[config.mk]
export PLATFORM = sky130hd
export DESIGN_NAME = imem_loader_flat
export DESIGN_NICKNAME = d
export VERILOG_FILES = /design/src/rtl/imem_loader_if.sv /design/src/rtl/imem_loader.sv /design/src/flat_wrapper.sv
export SDC_FILE = /design/constraint.sdc
export NUM_CORES = 1
export LEC_CHECK = 0
export ABC_AREA = 1
export CAP_MARGIN = 20
export CORE_MARGIN = 5
export CORE_UTILIZATION = 49
export DETAILED_ROUTE_END_ITERATION = 8
export PLACE_DENSITY = 0.75
export SYNTH_ARGS = -nofsm -noshare
export SYNTH_HDL_FRONTEND = slang
export SYNTH_SLANG_ARGS = --single-unit
[constraint.sdc]
create_clock -name clk -period 1.6 [get_ports clk]
set_input_delay 0.16 -clock clk [delete_from_list [all_inputs] [get_ports clk]]
set_output_delay 0.16 -clock clk [all_outputs]
set_load 0.01 [all_outputs]
[src/rtl/imem_loader_if.sv]
`default_nettype none
// ============================================================================
// Module  : imem_loader_if
// Purpose : Byte-stream handshake and BRAM write-port bundle for imem_loader.
// Rev     : 1.0  initial release
// ============================================================================
interface imem_loader_if #(
    parameter int ADDR_WIDTH = 10
);
    logic [7:0]            s_data;
    logic                  s_valid;
    logic                  s_ready;
    logic [ADDR_WIDTH-1:0] w_addr;
    logic [31:0]           w_dat;
    logic                  w_enb;
    logic [3:0]            byte_enb;

    // master: the loader (consumes the stream, drives the BRAM write port)
    modport master (
        input  s_data, s_valid,
        output s_ready, w_addr, w_dat, w_enb, byte_enb
    );

    // slave: host link and BRAM side
    modport slave (
        output s_data, s_valid,
        input  s_ready, w_addr, w_dat, w_enb, byte_enb
    );
endinterface
`default_nettype wire

[src/rtl/imem_loader.sv]
`default_nettype none
// ============================================================================
// Module  : imem_loader
// Purpose : Boot loader writing a length-prefixed little-endian word image
//           from a byte stream into the instruction BRAM, core held stalled.
// Rev     : 1.0  initial release
// ============================================================================
module imem_loader #(
    parameter int ADDR_WIDTH = 10
) (
    input  wire logic                  clk,
    input  wire logic                  rst,
    input  wire logic                  start,
    imem_loader_if.master              bus,
    output logic                       core_stall,
    output logic                       done,
    output logic                       error,
    output logic [ADDR_WIDTH-2:0]      words_written
);

    localparam logic [31:0]           MAX_WORDS = 32'd1 << (ADDR_WIDTH - 2);
    localparam logic [ADDR_WIDTH-2:0] WW_ONE    = 1;
    localparam logic [ADDR_WIDTH-3:0] IDX_ONE   = 1;

    typedef enum logic [2:0] {
        S_IDLE  = 3'd0,
        S_LEN   = 3'd1,
        S_DATA  = 3'd2,
        S_WRITE = 3'd3,
        S_DONE  = 3'd4,
        S_ERR   = 3'd5
    } state_t;

    state_t                state_q, state_d;
    logic [1:0]            byte_cnt_q, byte_cnt_d;
    logic [31:0]           len_q, len_d;
    logic [23:0]           word_q, word_d;
    logic [ADDR_WIDTH-3:0] index_q, index_d;
    logic [ADDR_WIDTH-2:0] ww_q, ww_d;

    logic                  s_ready_q, s_ready_d;
    logic                  w_enb_q, w_enb_d;
    logic [3:0]            byte_enb_q, byte_enb_d;
    logic [ADDR_WIDTH-1:0] w_addr_q, w_addr_d;
    logic [31:0]           w_dat_q, w_dat_d;
    logic                  core_stall_q, core_stall_d;
    logic                  done_q, done_d;
    logic                  error_q, error_d;

    logic                  w_xfer;
    logic [31:0]           w_len_full;
    logic [31:0]           w_word_full;
    logic [ADDR_WIDTH-2:0] w_ww_inc;

    always_comb begin
        state_d    = state_q;
        byte_cnt_d = byte_cnt_q;
        len_d      = len_q;
        word_d     = word_q;
        index_d    = index_q;
        ww_d       = ww_q;
        w_addr_d   = w_addr_q;
        w_dat_d    = w_dat_q;

        w_xfer      = bus.s_valid && s_ready_q;
        // Bytes enter at the top so the first byte ends up in [7:0].
        w_len_full  = {bus.s_data, len_q[31:8]};
        w_word_full = {bus.s_data, word_q};
        w_ww_inc    = ww_q + WW_ONE;

        unique case (state_q)
            S_IDLE, S_DONE, S_ERR: begin
                if (start) begin
                    state_d    = S_LEN;
                    byte_cnt_d = 2'd0;
                    index_d    = '0;
                    ww_d       = '0;
                end
            end
            S_LEN: begin
                if (w_xfer) begin
                    len_d      = w_len_full;
                    byte_cnt_d = byte_cnt_q + 2'd1;
                    if (byte_cnt_q == 2'd3) begin
                        if (w_len_full == 32'd0)           state_d = S_DONE;
                        else if (w_len_full > MAX_WORDS)   state_d = S_ERR;
                        else                               state_d = S_DATA;
                    end
                end
            end
            S_DATA: begin
                if (w_xfer) begin
                    word_d     = w_word_full[31:8];
                    byte_cnt_d = byte_cnt_q + 2'd1;
                    if (byte_cnt_q == 2'd3) begin
                        state_d  = S_WRITE;
                        w_addr_d = {index_q, 2'b00};
                        w_dat_d  = w_word_full;
                    end
                end
            end
            S_WRITE: begin
                index_d = index_q + IDX_ONE;
                ww_d    = w_ww_inc;
                if ({{(33 - ADDR_WIDTH){1'b0}}, w_ww_inc} == len_q) state_d = S_DONE;
                else                                                state_d = S_DATA;
            end
            default: state_d = S_IDLE;
        endcase

        // Outputs are registered from the next state so they align with it.
        s_ready_d    = (state_d == S_LEN) || (state_d == S_DATA);
        w_enb_d      = (state_d == S_WRITE);
        byte_enb_d   = w_enb_d ? 4'b1111 : 4'b0000;
        core_stall_d = (state_d != S_DONE);
        done_d       = (state_d == S_DONE);
        error_d      = (state_d == S_ERR);
    end

    always_ff @(posedge clk) begin
        if (rst) begin
            state_q      <= S_IDLE;
            byte_cnt_q   <= 2'd0;
            len_q        <= 32'd0;
            word_q       <= 24'd0;
            index_q      <= '0;
            ww_q         <= '0;
            s_ready_q    <= 1'b0;
            w_enb_q      <= 1'b0;
            byte_enb_q   <= 4'b0000;
            w_addr_q     <= '0;
            w_dat_q      <= 32'd0;
            core_stall_q <= 1'b1;
            done_q       <= 1'b0;
            error_q      <= 1'b0;
        end else begin
            state_q      <= state_d;
            byte_cnt_q   <= byte_cnt_d;
            len_q        <= len_d;
            word_q       <= word_d;
            index_q      <= index_d;
            ww_q         <= ww_d;
            s_ready_q    <= s_ready_d;
            w_enb_q      <= w_enb_d;
            byte_enb_q   <= byte_enb_d;
            w_addr_q     <= w_addr_d;
            w_dat_q      <= w_dat_d;
            core_stall_q <= core_stall_d;
            done_q       <= done_d;
            error_q      <= error_d;
        end
    end

    assign bus.s_ready    = s_ready_q;
    assign bus.w_enb      = w_enb_q;
    assign bus.byte_enb   = byte_enb_q;
    assign bus.w_addr     = w_addr_q;
    assign bus.w_dat      = w_dat_q;
    assign core_stall     = core_stall_q;
    assign done           = done_q;
    assign error          = error_q;
    assign words_written  = ww_q;

endmodule
`default_nettype wire

[src/flat_wrapper.sv]
// flat-port wrapper written by rule: the top's interface ports become plain ports
module imem_loader_flat 
#(
    parameter int ADDR_WIDTH = 10
)
  (clk, rst, start, core_stall, done, error, words_written, bus_s_data, bus_s_valid, bus_s_ready, bus_w_addr, bus_w_dat, bus_w_enb, bus_byte_enb);
  imem_loader_if #(.ADDR_WIDTH(ADDR_WIDTH)) bus_i ();
  input  wire logic clk;
  input  wire logic rst;
  input  wire logic start;
  output logic core_stall;
  output logic done;
  output logic error;
  output logic [ADDR_WIDTH-2:0] words_written;
  input wire logic [$bits(bus_i.s_data)-1:0] bus_s_data;
  input wire logic [$bits(bus_i.s_valid)-1:0] bus_s_valid;
  output wire logic [$bits(bus_i.s_ready)-1:0] bus_s_ready;
  output wire logic [$bits(bus_i.w_addr)-1:0] bus_w_addr;
  output wire logic [$bits(bus_i.w_dat)-1:0] bus_w_dat;
  output wire logic [$bits(bus_i.w_enb)-1:0] bus_w_enb;
  output wire logic [$bits(bus_i.byte_enb)-1:0] bus_byte_enb;
  assign bus_i.s_data = bus_s_data;
  assign bus_i.s_valid = bus_s_valid;
  assign bus_s_ready = bus_i.s_ready;
  assign bus_w_addr = bus_i.w_addr;
  assign bus_w_dat = bus_i.w_dat;
  assign bus_w_enb = bus_i.w_enb;
  assign bus_byte_enb = bus_i.byte_enb;
  imem_loader #(.ADDR_WIDTH(ADDR_WIDTH)) u_core (.clk(clk), .rst(rst), .start(start), .bus(bus_i), .core_stall(core_stall), .done(done), .error(error), .words_written(words_written));
endmodule
Word-level counts from Yosys, hierarchy flattened
Cells that the tools add are included.
{ "totals": {"register_bits": 127, "latchBits": 0, "mem_bits_rw": 0, "mem_bits_ro": 0, "input_bits": 12, "output_inout_bits": 60, "wordCells": 63, "memories": 0} }
{ "classes": {"n_addsub": 3, "multipliers": 0, "div_mod_pow": 0, "n_lt_le_gt_ge": 1, "eq_ne": 15, "n_shift": 0, "muxes": 17, "bitwise_logic": 0, "reduce_logical": 13} }
{ "ops": {"columns": ["cell", "n"], "rows": [
  ["$eq 9x32->1", 1],
  ["$gt 32x9->1 const B", 1],
  ["$logic_not 32->1", 1],
  ["$mux 3", 8],
  ["$pmux 9 s2", 1],
  ["$pmux 8 s2", 1],
  ["$eq 3x2->1 const B", 4],
  ["$eq 3x3->1 const B", 4],
  ["$pmux 3 s4", 1],
  ["$add 9x1->9 const B", 1],
  ["$mux 9", 1],
  ["$add 8x1->8 const B", 1],
  ["$mux 8", 1],
  ["$eq 3x1->1 const B", 2],
  ["$reduce_and 2->1", 3],
  ["$reduce_and 3->1", 2],
  ["$mux 2", 2],
  ["$mux 4", 1],
  ["$pmux 2 s2", 1],
  ["$reduce_bool 2->1", 2],
  ["$logic_not 3->1", 1],
  ["$ne 3x3->1 const B", 1],
  ["$reduce_or 3->1", 1],
  ["$add 2x1->2 const B", 1],
  ["6 further kinds", 6]
]} }

Longest topological paths before layout
{ "depth": {"word_depth": 8, "mapped_depth": 14, "ltp_nobuf": 14} }

Least setup slack after synthesis
No wires, ideal clock.
{ "synth_timing": {"kind": "reg2reg", "from": "register u_core.ww_q[0] (netlist: u_core.words_written[0])", "to": "register u_core.core_stall_q (netlist: u_core.core_stall)", "setup_ns": 0.114, "arrival_ns": 1.613, "required_time_ns": 1.486, "setup_slack_ns": -0.127, "stages_incl_launch_ff": 13, "path_buffers": 0, "period_less_slack_ns": 1.727, "cell_sequence": "dfxtp_1 > ha_1 > nand2_2 > o21bai_2 > nand2_1 > nand2_1 > nand4_1 > nor2_1 > nand4_1 > nand2_1 > nand2_2 > inv_2 > nand2_1"} }
{ "synth_via": {"elab_chain_cells": 5} }
{ "synth_lines": {"columns": ["element", "line_no", "source"], "rows": [
  ["start: declaration", "imem_loader.sv:39", "logic [ADDR_WIDTH-2:0] ww_q, ww_d;"],
  ["start signal: assignment", "imem_loader.sv:142", "ww_q <= ww_d;"],
  ["$add 9x1->9", "imem_loader.sv:69", "w_ww_inc = ww_q + WW_ONE;"],
  ["$eq 9x32->1", "imem_loader.sv:105", "if ({{(33 - ADDR_WIDTH){1'b0}}, w_ww_inc} == len_q) state_d = S_DONE;"],
  ["$mux 3", "imem_loader.sv:105", null],
  ["$pmux 3 s4", "imem_loader.sv:71", "unique case (state_q)"],
  ["$ne 3x3->1", "imem_loader.sv:115", "core_stall_d = (state_d != S_DONE);"],
  ["end signal: assignment", "imem_loader.sv:148", "core_stall_q <= core_stall_d;"],
  ["end: declaration", "imem_loader.sv:46", "logic core_stall_q, core_stall_d;"]
]} }
No other way between the ends.
A chain may end at the register's enable or synchronous reset.

Final worst setup path
{ "layout_timing": {"from": "register u_core.len_q[21]", "to": "register u_core.core_stall_q (netlist: u_core.core_stall)"} }
{ "layout_via": {"elab_chain_cells": 7, "word_cells_on_any_way": 10, "cone_classes": "1 x order compare; 2 x eq/ne; 6 x mux; 1 x reduce/logical"} }
{ "layout_lines": {"columns": ["element", "line_no", "source"], "rows": [
  ["start: declaration", "imem_loader.sv:36", "logic [31:0] len_q, len_d;"],
  ["start signal: assignment", "imem_loader.sv:139", "len_q <= len_d;"],
  ["$gt 32x9->1", "imem_loader.sv:86", "else if (w_len_full > MAX_WORDS) state_d = S_ERR;"],
  ["$mux 3", "imem_loader.sv:86", null],
  ["$mux 3", "imem_loader.sv:85", "if (w_len_full == 32'd0) state_d = S_DONE;"],
  ["$mux 3", "imem_loader.sv:84", "if (byte_cnt_q == 2'd3) begin"],
  ["$mux 3", "imem_loader.sv:81", "if (w_xfer) begin"],
  ["$pmux 3 s4 (*)", "imem_loader.sv:71", null],
  ["$ne 3x3->1 (*)", "imem_loader.sv:115", null]
]} }
Every way passes the cells marked *; elsewhere a longest branch is shown, timed or not.

==> insert_results.sql <==
INSERT INTO impl_metrics (metric_group, metric, value, unit) VALUES
('run_status', 'run_status', 'finished, violations left', ''),
('run_status', 'violations', 'setup timing', ''),
('drt', 'wl_met3', '850', 'microns'),
('sta', 'final-hold-violation-count', '0', ''),
('critical_path', 'worstReg2RegStart', 'u_core.len_q[21]', ''),
('sta', 'timing.final.crit_period', '1720', 'ps'),
('power_and_ir_drop', 'pwr-share-clk', '0.499', ''),
('critical_path', 'timing.critical_path.to_type', 'flop', ''),
('clocking', 'holdBufCountCts', '0', ''),
('floorplanning', 'floorplan.core_area', '0.00982', 'sq mm'),
('power_and_ir_drop', 'static-leakage-power', '3.22', 'nW'),
('finish', 'layout_common_cells', 'dfxtp_1, o21ai_0, a21oi_1, nand2_1, nor2_1', ''),
('finish', 'final_layout_net_count', '780', ''),
('min_path', 'holdPathEnd', 'u_core.word_q[22]', ''),
('drt', 'detailroute.via_count', '4758', ''),
('critical_path', 'slowest_stage', 'a21oi_1', ''),
('drt', 'average_wire_per_cell_in_the_routed_design', '14.3', 'microns'),
('global_route', 'grt.total_usage', '0.200', ''),
('clocking', 'clock_sink_count', '123', ''),
('floorplanning', 'top_level_port_count', '72', ''),
('power_and_ir_drop', 'seqPwrFrac', '0.441', ''),
('clocking', 'cts_buffers', '17', ''),
('critical_path', 'startpoint_type', 'flop', ''),
('sta', 'final_max_slew_viol_count', '0', ''),
('clocking', 'cts.root.buffer_cell', 'clkbuf_8', ''),
('logic_synthesis', 'yosysWarnings', '0', ''),
('critical_path', 'worstPathMaxFanout', '3', ''),
('sta', 'final.setup.worst_slack', '-124', 'ps'),
('critical_path', 'cpPeakStageDelay', '340', 'ps'),
('finish', 'fin_cells', '911', ''),
('drt', 'vias_per_cell', '5.22', ''),
('finish', 'insertedDiodeCount', '0', ''),
('sta', 'rsz0062_at_grt', 'yes', ''),
('critical_path', 'critical_path_required', '2010', 'ps'),
('place', 'dpl-instance-area', '0.00611', 'sq mm'),
('power_and_ir_drop', 'power_per_cell_area', '1040', 'mW/mm^2'),
('power_and_ir_drop', 'p_int', '5.26', 'mW'),
('power_and_ir_drop', 'peak_vdd_ir', '0.655', 'mV'),
('global_route', 'globalRouteOverflowTotal', '0', ''),
('drt', 'top_layer_used_by_detailed_routing', 'met4', ''),
('logic_synthesis', 'syn_area_per_cell', '7.58', 'sq um'),
('critical_path', 'reg2reg_to', 'u_core.core_stall', ''),
('clocking', 'clock_tree.buffer_depth', '2', ''),
('power_and_ir_drop', 'switching_fraction', '0.261', ''),
('critical_path', 'critical_path_buf_inv_count', '0', ''),
('drt', 'routed_wl', '13000', 'microns'),
('critical_path', 'crit_family', 'simple AND/OR/NAND/NOR gates', ''),
('min_path', 'worstHoldPathCells', '4', ''),
('critical_path', 'setup.worst_path.class', 'flop to flop', ''),
('finish', 'layout.cell_area.non_filler', '0.00686', 'sq mm'),
('logic_synthesis', 'synth.distinct_cells', '34', ''),
('logic_synthesis', 'ys_seq_area_frac', '0.495', ''),
('logic_synthesis', 'synthesis.instances', '656', ''),
('floorplanning', 'dieWidth', '111', 'microns'),
('place', 'placement.io_buffers', '69', ''),
('clocking', 'clock_insertion_delay_worst_skew', '520', 'ps'),
('place', 'number_of_cells_in_the_design_after_placement', '873', ''),
('critical_path', 'cp_data_arrival_time', '2140', 'ps'),
('global_route', 'antenna_found_initial', '0', ''),
('global_route', 'grt_start_max_net_pins', '68', ''),
('logic_synthesis', 'yosys_most_used_dff', 'dfxtp_1', ''),
('global_route', 'via_count_of_the_first_global_routing_pass', '4512', ''),
('logic_synthesis', 'synth_seq_cells', '123', ''),
('critical_path', 'cp_cell_sequence', 'nor2_1 -> nand4_1 -> nand2b_1 -> nand3_1 -> nor2_1 -> a21oi_1 -> nand2_2 -> nor2_2 -> nand2_1', ''),
('global_route', 'grt_first_pass_wirelength', '20700', 'microns'),
('floorplanning', 'initial_core_util', '0.506', ''),
('finish', 'multi_input_comb_area', '0.00217', 'sq mm'),
('run', 'max-cap-violations', '0', ''),
('critical_path', 'critical_path.most_common_cell', 'nor2_1', ''),
('min_path', 'hold_start', 'bus_s_data[6]', ''),
('sta', 'finalSetupViolations', '6', '');
layout make-up:
type	count	share of cell area
clock buffers	17	0.0604
clock inverters	15	0.0206
inverters	70	0.0388
multi-input cells	426	0.316
flip-flops and latches	123	0.362
well taps	133	0.0243
repair buffers	127	0.178
routing by layer:
metal  vias up  global-route usage
met5         -                   0
met4         0              0.0673
met3        23              0.0584
met2       164               0.328
met1      2191               0.251
li1       2380                   -
how the worst max path moves through the flow:
stage,start,endpoint,slack (ps),depth (start not counted)
finish,u_core.len_q[21],u_core.core_stall,-120,9
floorplan,u_core.words_written[0],u_core.core_stall,20,12
detailed placement,bus_s_data[0],u_core.core_stall,-290,12
global route,u_core.words_written[0],u_core.core_stall,-300,14
CTS,u_core.words_written[0],u_core.core_stall,-130,14
global placement,bus_s_data[0],u_core.core_stall,-260,12
cells in the mapped netlist (2+ instances only):
library cell	number
nand3b_1	4
nand4_1	11
buf_4	6
nor3_1	2
clkbuf_1	23
nand3_1	23
nand2_1	83
nor2_2	2
ha_1	3
inv_2	4
a21oi_1	94
o21ai_0	102
buf_2	8
dfxtp_1	123
nand2_2	5
nand3_2	3
nor2_1	79
inv_1	64
nor2_4	2
power groups by stage:
stage | combinational (mW) | sequential [mW] | clock, mW
global placement | 0.389 | 3.20 | 0
finish | 0.428 | 3.13 | 3.55
global route | 0.474 | 3.14 | 3.74
CTS | 0.398 | 3.13 | 3.58
floorplan | 0.238 | 3.20 | 0
detailed placement | 0.395 | 3.20 | 0
stage by stage:
step / hold slack (ps) / total power, mW / setup WS (ps)
6_report: 318 / 7.11 / -124
5_1_grt: 333 / 7.35 / -297
3_3_place_gp: 448 / 3.59 / -264
3_5_place_dp: 454 / 3.60 / -291
4_1_cts: 303 / 7.10 / -131
2_1_floorplan: 295 / 3.43 / 19.5
flip-flops by register name (all words and copies together), names as in the netlist, 2 cells and up:
name,count
u_core.bus.w_addr,8
u_core.len_q,32
u_core.state_q,3
u_core.bus.w_dat,32
u_core.word_q,24
u_core.index_q,8
u_core.words_written,9
u_core.byte_cnt_q,2
worst register-to-register path, cell delays in order (launching register included):
cell	delay, ps
dfxtp_1	310
nor2_1	180
nand4_1	180
nand2b_1	200
nand3_1	110
nor2_1	50
a21oi_1	340
nand2_2	100
nor2_2	100
nand2_1	50
kinds of logic (layout without fill, tap and decap cells):
logic type      count (synthesis)  after routing  synth area share
simple gates                  218            218             0.196
other cells                     1              2          0.000754
flops                         123            123             0.495
compound gates                202            202             0.208
fa+ha+maj                       3              3           0.00755
buf+inv                       108            229            0.0886
xor+xnor                        1              1           0.00453
repair_timing:
action | 4_1_cts | 5_1_grt
gates cloned | 0 | 2
setup endpoints to repair | 23 | 89
gates resized for setup | 26 | 52
pin swaps | 1 | 8
setup buffers | 1 | 3
Power figures use the tool's default switching activity.
